[config.mk]
export PLATFORM = sky130hd
export DESIGN_NAME = opb_register_simulink2ppc
export DESIGN_NICKNAME = d
export VERILOG_FILES = /design/src/rtl/opb_register_simulink2ppc_pkg.sv /design/src/rtl/opb_slave_ack_fsm.sv /design/src/rtl/opb_register_simulink2ppc.sv
export SDC_FILE = /design/constraint.sdc
export NUM_CORES = 1
export LEC_CHECK = 0
export ABC_AREA = 1
export CAP_MARGIN = 5
export CELL_PAD_IN_SITES_DETAIL_PLACEMENT = 1
export CELL_PAD_IN_SITES_GLOBAL_PLACEMENT = 1
export CORE_MARGIN = 3
export CORE_UTILIZATION = 25
export CTS_CLUSTER_SIZE = 28
export DETAILED_ROUTE_END_ITERATION = 7
export PLACE_DENSITY = 0.56
export SYNTH_ARGS = -nofsm -noshare
export SYNTH_HDL_FRONTEND = slang
export SYNTH_SLANG_ARGS = --single-unit
[constraint.sdc]
create_clock -name OPB_Clk -period 2.7 [get_ports OPB_Clk]
set_input_delay 0.54 -clock OPB_Clk [delete_from_list [all_inputs] [get_ports OPB_Clk]]
set_output_delay 0.54 -clock OPB_Clk [all_outputs]
set_load 0.005 [all_outputs]
[src/rtl/opb_register_simulink2ppc_pkg.sv]
// rtl/opb_register_simulink2ppc_pkg.sv - shared offsets, status bits, FSM states and OPB bit-order helpers
package opb_register_simulink2ppc_pkg;

  localparam logic [31:0] OFF_DATA   = 32'h0000_0000;
  localparam logic [31:0] OFF_STATUS = 32'h0000_0004;
  localparam logic [31:0] OFF_COUNT  = 32'h0000_0008;

  localparam int STAT_NEW = 0;
  localparam int STAT_OVR = 1;

  typedef enum logic [1:0] {
    IDLE = 2'd0,
    ACK  = 2'd1,
    GAP  = 2'd2
  } ack_state_t;

  // OPB numbers bit 0 as the MSB: opb[i] carries reg[31-i].
  function automatic logic [31:0] opb_to_reg(input logic [0:31] v);
    logic [31:0] r;
    for (int i = 0; i < 32; i++) r[31-i] = v[i];
    return r;
  endfunction

  function automatic logic [0:31] reg_to_opb(input logic [31:0] v);
    logic [0:31] r;
    for (int i = 0; i < 32; i++) r[i] = v[31-i];
    return r;
  endfunction

endpackage

[src/rtl/opb_slave_ack_fsm.sv]
// rtl/opb_slave_ack_fsm.sv - address decode and IDLE/ACK/GAP acknowledge sequencing
module opb_slave_ack_fsm
  import opb_register_simulink2ppc_pkg::*;
#(
  parameter logic [31:0] C_BASEADDR = 32'h0100_0000,
  parameter logic [31:0] C_HIGHADDR = 32'h0100_00FF
) (
  input  logic        clk,
  input  logic        rst_n,
  input  logic [31:0] addr,
  input  logic        select,
  input  logic        rnw,
  output logic        start,
  output logic [31:0] start_off,
  output logic        ack,
  output logic        rd_en,
  output logic        wr_en,
  output logic [31:0] acc_off
);

  ack_state_t  state, state_d;
  logic        in_window;
  logic        rnw_q;
  logic [31:0] off_q;

  assign in_window = (addr >= C_BASEADDR) && (addr <= C_HIGHADDR);
  assign start_off = addr - C_BASEADDR;

  always_ff @(posedge clk or negedge rst_n) begin
    if (!rst_n) begin
      state <= IDLE;
      off_q <= '0;
      rnw_q <= 1'b0;
    end else begin
      state <= state_d;
      if (start) begin
        off_q <= start_off;
        rnw_q <= rnw;
      end
    end
  end

  // GAP ignores select so a master still holding it after the ack is not acked twice.
  always_comb begin
    state_d = state;
    start   = 1'b0;
    case (state)
      IDLE: if (select && in_window) begin
        start   = 1'b1;
        state_d = ACK;
      end
      ACK:     state_d = GAP;
      GAP:     state_d = IDLE;
      default: state_d = IDLE;
    endcase
  end

  assign ack     = (state == ACK);
  assign rd_en   = ack && rnw_q;
  assign wr_en   = ack && !rnw_q;
  assign acc_off = off_q;

endmodule

[src/rtl/opb_register_simulink2ppc.sv]
// rtl/opb_register_simulink2ppc.sv - fabric-to-PowerPC OPB register with new/overrun flags and capture counter
module opb_register_simulink2ppc
  import opb_register_simulink2ppc_pkg::*;
#(
  parameter logic [31:0] C_BASEADDR   = 32'h0100_0000,
  parameter logic [31:0] C_HIGHADDR   = 32'h0100_00FF,
  parameter int          C_OPB_AWIDTH = 32,
  parameter int          C_OPB_DWIDTH = 32,
  parameter              C_FAMILY     = "virtex6"
) (
  input  logic                    OPB_Clk,
  input  logic                    OPB_Rst_n,
  input  logic [0:C_OPB_AWIDTH-1] OPB_ABus,
  input  logic [0:3]              OPB_BE,
  input  logic [0:C_OPB_DWIDTH-1] OPB_DBus,
  input  logic                    OPB_RNW,
  input  logic                    OPB_select,
  input  logic                    OPB_seqAddr,
  output logic [0:C_OPB_DWIDTH-1] Sl_DBus,
  output logic                    Sl_xferAck,
  output logic                    Sl_errAck,
  output logic                    Sl_retry,
  output logic                    Sl_toutSup,
  input  logic [31:0]             user_data_in,
  input  logic                    user_valid
);

  logic        start, ack, rd_en, wr_en;
  logic [31:0] start_off, acc_off;
  logic [31:0] data_q, count_q, rd_q, rd_mux, wdata;
  logic        new_q, ovr_q;
  logic        rd_clr, w1c;
  logic        unused_ok;

  opb_slave_ack_fsm #(
    .C_BASEADDR(C_BASEADDR),
    .C_HIGHADDR(C_HIGHADDR)
  ) u_fsm (
    .clk      (OPB_Clk),
    .rst_n    (OPB_Rst_n),
    .addr     (OPB_ABus),
    .select   (OPB_select),
    .rnw      (OPB_RNW),
    .start    (start),
    .start_off(start_off),
    .ack      (ack),
    .rd_en    (rd_en),
    .wr_en    (wr_en),
    .acc_off  (acc_off)
  );

  assign wdata     = opb_to_reg(OPB_DBus);
  assign rd_clr    = rd_en && (acc_off == OFF_DATA);
  assign w1c       = wr_en && (acc_off == OFF_STATUS) && OPB_BE[3];
  assign unused_ok = &{1'b0, OPB_seqAddr, OPB_BE[0:2], wdata[31:2]};

  always_comb begin
    rd_mux = '0;
    case (start_off)
      OFF_DATA:   rd_mux = data_q;
      OFF_STATUS: rd_mux = {30'd0, ovr_q, new_q};
      OFF_COUNT:  rd_mux = count_q;
      default:    rd_mux = '0;
    endcase
  end

  // A capture always wins over a same-cycle read-clear or W1C.
  always_ff @(posedge OPB_Clk or negedge OPB_Rst_n) begin
    if (!OPB_Rst_n) begin
      data_q  <= '0;
      count_q <= '0;
      rd_q    <= '0;
      new_q   <= 1'b0;
      ovr_q   <= 1'b0;
    end else begin
      if (start) rd_q <= rd_mux;
      if (user_valid) begin
        data_q  <= user_data_in;
        count_q <= count_q + 32'd1;
      end
      if (user_valid) new_q <= 1'b1;
      else if (rd_clr || (w1c && wdata[STAT_NEW])) new_q <= 1'b0;
      if (user_valid && new_q && !rd_clr) ovr_q <= 1'b1;
      else if (w1c && wdata[STAT_OVR]) ovr_q <= 1'b0;
    end
  end

  assign Sl_xferAck = ack;
  assign Sl_DBus    = ack ? reg_to_opb(rd_q) : '0;
  assign Sl_errAck  = 1'b0;
  assign Sl_retry   = 1'b0;
  assign Sl_toutSup = 1'b0;

endmodule

==> reports/summary.md <==
The most frequent standard cell in the layout excluding fill and tap cells is nand2_1. The peak supply drop was 0.000285 V. The portion of synthesized cell area occupied by the leading cell type was 50.1%.

From bottom edge to top edge, the die measures 169 um. In the post-synthesis netlist, the biggest area contributors are dfrtp_1, nand2_1, inv_1, nor2_1, nand3_1. The layout has 3180 filler cells. Setup violations remaining at the end of the flow were counted as 0. TritonCTS built the clock tree. The detailed-route via count is 5797, and the slew of the pin with the lowest slew margin is 0.578 ns.

The number of primary I/O pins was 142. The tools report the number of clock sinks as 133. The total standard cell area after synthesis was 6650 um^2; the switching fraction of total power was 24.4%.

The total wire length after detailed routing was 19.3 mm; the via count of the first global-routing pass was 6081. The final setup skew was 0.0105 ns; the antenna diode count was 0. For this run, design rule violations remaining after detail routing come to 0. The leakage power of the design came out at 4.18 nW.

After the last flow step, the layout net total stands at 1092. The congestion estimate from routability-driven global placement came to 0.756. The clock transition at the registers of the reported paths is 0.06 ns.

The clock passes through at most 2 buffers. The iteration count of the initial detailed-routing pass is 4. Cell internal power was estimated by the tool at 3.81 mW. The first global-routing pass estimated 31.7 mm of wire. For the worst setup path, the data required time is 2.16 ns. Total congestion overflow: 0. The library cells used most frequently in the layout, excluding fill and tap cells, are nand2_1, inv_1, dfrtp_1. STA classifies the critical path startpoint as a flip-flop.

Measured against its own limit, the worst slew margin works out to 61.4%. The tools report the final core area utilization as 34.0%. The number of clock buffers added by TritonCTS is 17. Entering global routing, the biggest net connects 62 pins. Post-CTS setup repair buffer count: 0. The number of distinct library cell variants in the gate-level netlist after synthesis is 33, and the synthesized area per cell is 7.74 um^2. The flow ran to the end, and the final reports show no timing, DRC or antenna violations. By startpoint and endpoint, the worst setup path is classified as reg -> out. For the count of final hold-check violations, the log shows 0. Hold repair after CTS inserted 0 buffers. Measured along the x axis, the die boundary spans 169 um. The worst path in the final design needs a cycle of 2.55 ns, including I/O delays and setup. The portion of the clock cycle consumed by the worst path in the final layout is 94.4%, and the cell area after layout is 8880 um^2.

The global router's overall resource usage was 13.9%; the count of placed standard cells in the final layout, fillers left out was 1331. The number of synthesized register bits is 133. The share of the yosys chip area belonging to registers is 50.1%. The number of instances in the placed design was 1299. The detailed-route vias per instance works out to 4.36. Hold is met by 0.0365 ns. The region available for standard cell placement spans 26100 um^2. Of all nets on the critical path, the largest fanout is 22.

For the cell area after placement, the log shows 8280 um^2. The top cell type by total area after synthesis was dfrtp_1. For the worst-skew pair, the clock arrives at the later sink with an insertion delay of 0.42 ns.

Per report_power, the combinational group accounts for 8.5% of the total. The power spent charging and discharging nets was 1.23 mW. Yosys printed 0 warnings.

Of the total power, the clock network draws 47.9%. Synthesis handed over a netlist of 859 instances. The type of the tightest min-delay check is in -> async. Prior to clock tree synthesis, the placed netlist has a worst setup slack of -0.200 ns. For this design the ratio of total power to cell area is 567 nW/um^2. The number of core rows was 59.

In this run, flip-flops and latches consume 43.6% of the power. After clock tree synthesis, the repair step resized 0 gates. The initial core utilization was 25.4%.

Setup repair after global routing left no endpoint under its margin. After detailed routing, the average wire length per cell comes to 14.5 um. In the final layout, the share of cells above drive strength 1 is 8.43%. Reported max-cap violation count: 0.

The highest attainable clock frequency was 392 MHz. The detail route stage leaves a number of antenna-violating nets equal to 0. During placement, the flow inserted port buffers numbering 104. After the first detailed-routing iteration, the DRC count stood at 278.

The H-tree was split into 4 levels. The root buffer cell chosen for the clock tree is clkbuf_16. STA classifies the critical path endpoint as an output pin.

The final worst slack is 0.151 ns, and the die area is 28600 um^2. The final-report max-slew violation count was 0; the relative area change from synthesis to final layout was 33.6%. The estimated wirelength of the detail-placed design was 14.2 mm; the data arrival at the endpoint of the critical path was 2.01 ns. The tools report the initial antenna violation count as 0.
metrics by stage:
stage,power (mW),TNS (ns)
after floorplan,2.41,0
after global placement,2.66,-3.84
after detailed placement,2.67,-5.74
after CTS,5.11,0
after global routing,5.28,0
final,5.04,0
cells in the mapped netlist, drive strengths merged:
cell	instances
ha	3
nand4	15
xnor2	13
a21boi	1
inv	135
conb	1
nand2	229
nand3b	1
o21ai	74
clkbuf	22
xor2	17
and2	1
dfrtp	133
nor4	8
or2	1
nor2	90
nand3	61
a22o	1
nor3	15
o2111ai	1
a21oi	22
buf	15
cell families (layout without fill, tap and decap cells):
family / after synthesis / after routing / synth area share (%)
AO/OA/AOI/OAI: 99 / 99 / 7.60
XOR/XNOR: 30 / 30 / 3.95
adder cells (fa/ha/maj): 3 / 3 / 0.565
buffers and inverters: 172 / 307 / 10.5
flip-flops: 133 / 133 / 50.1
other: 1 / 3 / 0.0564
AND/OR/NAND/NOR: 421 / 421 / 27.3
routing by layer:
metal	track usage, %	up-vias	routed length, um
met5	0	-	0
met2	22.9	74	9000
met3	2.94	18	589
met4	3.63	0	212
li1	-	2915	-
met1	18.8	2790	9470
critical path, cell delays in order, from the launching register on:
cell	delay, ns
dfrtp_1	0.39
nor2_1	0.19
inv_1	0.08
buf_4	0.22
nor2_1	0.17
clkdlybuf4s50_1	0.53
cell type report:
cell class / instances / area [um^2] / share of cell area, %
flip-flops and latches: 133 / 3330 / 37.5
clock buffers: 20 / 457 / 5.14
clock inverters: 12 / 151 / 1.70
multi-input cells: 556 / 2640 / 29.7
well taps: 335 / 419 / 4.72
inverters: 135 / 507 / 5.70
repair buffers: 140 / 1380 / 15.6
state kept, by name (all words and copies together), names as in the netlist:
signal         cells
u_fsm.state        2
rd_q              32
data_q            32
count_q           32
ovr_q              1
u_fsm.acc_off     32
new_q              1
u_fsm.rnw_q        1
path summary, 6_finish.rpt:
| check | startpoint | to | slack (ns) | depth (start not counted) |
|---|---|---|---|---|
| max in group asynchronous | OPB_Rst_n | rd_q[11]$_DFFE_PN0P_ | 1.93 | 2 |
| min in group OPB_Clk | u_fsm.state[1]$_DFFE_PN0P_ | u_fsm.state[1]$_DFFE_PN0P_ | 0.45 | 1 |
| min reg2reg | u_fsm.state[1]$_DFFE_PN0P_ | u_fsm.state[1]$_DFFE_PN0P_ | 0.45 | 1 |
| min | OPB_Rst_n | u_fsm.acc_off[14]$_DFFE_PN0P_ | 0.04 | 1 |
| max | u_fsm.state[1]$_DFFE_PN0P_ | Sl_DBus[13] | 0.15 | 5 |
| max reg2reg | count_q[2]$_DFFE_PN0P_ | count_q[25]$_DFFE_PN0P_ | 0.76 | 9 |
power groups by stage:
stage	Combinational, mW	Sequential (mW)	Clock [mW]
2_1_floorplan	0.207	2.21	0
3_5_place_dp	0.436	2.23	0
5_1_grt	0.497	2.22	2.57
3_3_place_gp	0.429	2.23	0
4_1_cts	0.440	2.20	2.47
6_report	0.426	2.20	2.41
Note: power is estimated with default switching activity, not from simulation.
==> RTL edit, RTL diff (same settings) <==
Re-encode `ack_state_t` (3 states) as one-hot, 3 bits wide.
--- a/src/rtl/opb_register_simulink2ppc_pkg.sv
+++ b/src/rtl/opb_register_simulink2ppc_pkg.sv
@@ -9,8 +9,8 @@
   localparam int STAT_OVR = 1;
 
-  typedef enum logic [1:0] {
-    IDLE = 2'd0,
-    ACK  = 2'd1,
-    GAP  = 2'd2
+  typedef enum logic [2:0] {
+    IDLE = 3'b001,
+    ACK  = 3'b010,
+    GAP  = 3'b100
   } ack_state_t;
 
Check against the original RTL: same outputs for any inputs over 10 cycles, from zero or initial values and one cycle with OPB_Rst_n low; not proved beyond that.
==> RTL edit against the original RTL <==
  * Via count fell by 1.4%
  * Total power rose by 0.19%
  * Combinational power rose by 2%
  * Final cell count rose by 0.45%
  * Sequential cell count rose by 1
  * Final area rose by 0.34%
  * Worst setup slack improved by 0.056 ns
  * Synthesized area rose by 0.47%
  * Die area rose by 0.46%
  * Synthesized cell count rose by 0.23%
  * Wire length fell by 1.2%
  * Critical path type unchanged
  * Critical endpoint is now Sl_DBus[31]
  * Largest cell class unchanged
==> RTL edit: results (changes against the original RTL) <==
STA
The post-route fraction of the period consumed by the critical path is 92.34% (was 94.41%). The setup clock skew after layout is 0.007723 ns (was 0.01052 ns). The worst hold margin was 0.1247 ns (was 0.03652 ns).

The relative slew slack is 58.90% (was 61.44%). The number of endpoints failing setup at the final stage is 0 (unchanged).

Pwr
The power consumed by combinational cells came to 435 uW (was 426 uW). The largest voltage drop on the vdd net is 272.0 uV (was 285.2 uV). The internal power is 3848 uW (was 3807 uW). The leakage power of the design is 0.004335 uW (was 0.004181 uW). The proportion of power drawn by the clock network came to 47.4% (was 47.9%). The power dissipated by switching net loads is 1200 uW (was 1231 uW).

Route
The vias per cell was 4.277 (was 4.355). The number of DRC violations after detailed-routing iteration 0 is 176 (was 278). The total via count after detailed routing was 5,718 (was 5,797).

The final wirelength came to 19.05 mm (was 19.27 mm).

Place
The worst slack at placement is -0.1229 ns (was -0.2001 ns). The number of input and output port buffers inserted came to 104 (unchanged). The placed wire-length estimate after detailed placement is 14.28 mm (was 14.24 mm). The final weighted congestion in routability-driven placement is 0.8082 (was 0.7560). The number of placed instances with taps included came to 1,305 (was 1,299). The placed instance area came to 8312 sq um (was 8275 sq um).

Synth
The fraction of the mapped netlist area in compound gates is 6.762% (was 7.603%). The unique cell type count in the Yosys netlist is 35 (was 33). The share of synthesized cell area in full adder, half adder and majority cells was 0.5619% (was 0.5645%).

The xor and xnor fraction of the mapped netlist area is 4.196% (was 3.952%). Top cell types by occurrence after synthesis: nand2_1, inv_1, dfrtp_1, nor2_1, o21ai_0 (was nand2_1, inv_1, dfrtp_1, nor2_1, nand3_1). The cell count after synthesis is 861 (was 859). The post-synthesis sequential area ratio is 50.22% (was 50.06%). Cell types with the largest area share after synthesis: dfrtp_1, nand2_1, inv_1 (unchanged).

Worst setup path
The critical path data arrival time is 1.95 ns (was 2.01 ns). The reg-to-reg critical path endpoint is count_q[30] (was count_q[25]). The peak fanout along the critical path is 14 (was 22). The count of cells along the worst register-to-register path is 10 (was 9).

The end point of the critical path is Sl_DBus[31] (was Sl_DBus[13]). The reg-to-reg startpoint is count_q[0] (was count_q[2]). The launch point of the worst path is u_fsm.state[0] (was u_fsm.state[1]). The reg-to-reg setup timing slack came to 0.61 ns (was 0.76 ns).

Clock tree
The post-CTS setup-driven buffer insertion count was 0 (unchanged). The largest buffer count on any clock path is 2 (unchanged). The number of cells upsized or downsized after cts came to 0 (unchanged). The number of hold-repair buffers added at the cts stage is 0 (unchanged). The clock root buffer is clkbuf_16 (unchanged).

Global routing
The total global-route track usage is 14.10% (was 13.94%). The largest net degree at the start of global routing was 51 (was 62). The wire length of the first global-routing pass is 32.44 mm (was 31.68 mm). The number of global-route vias before repair is 6,262 (was 6,081).

Finish
The share of cells above drive strength 1 is 8.782% (was 8.434%). The number of fill cells in the layout is 3,182 (was 3,180). The final core utilization is 34.11% (was 33.99%).

The number of nets in the final layout is 1,098 (was 1,092).

Outcome
Result of the run: complete, no violations (unchanged).
[RTL edit: cell count changes after synthesis, sizes merged, moves of 3 or more]
cell,delta
nand2,+7
o21ai,-12
nand4,+13
inv,+5
a21oi,+3
nand3,-14
xor2,+9
clkbuf,-4
nor4,-5
xnor2,-7
[RTL edit: metal layers]
metal / GRT usage [%] / share of wire (%) / vias up
li1: - / - / 2917
met1: 19.19 / 49 / 2718
met2: 23.18 / 47 / 71
met3: 2.865 / 2.7 / 12
met4: 3.414 / 0.84 / 0
met5: 0 / 0 / -
[RTL edit: layout make-up]
class	count	area share, %
well taps	335	4.702
repair buffers	142	15.64
multi-input cells	553	29.34
clock buffers	23	5.362
flip-flops and latches	134	37.63
clock inverters	9	1.390
inverters	141	5.938
[RTL edit: critical path, cell delays in order (launching register included)]
cell	delay [ns]
dfstp_2	0.36
inv_1	0.08
nand3_1	0.12
buf_4	0.21
nor2_1	0.22
clkdlybuf4s50_1	0.55
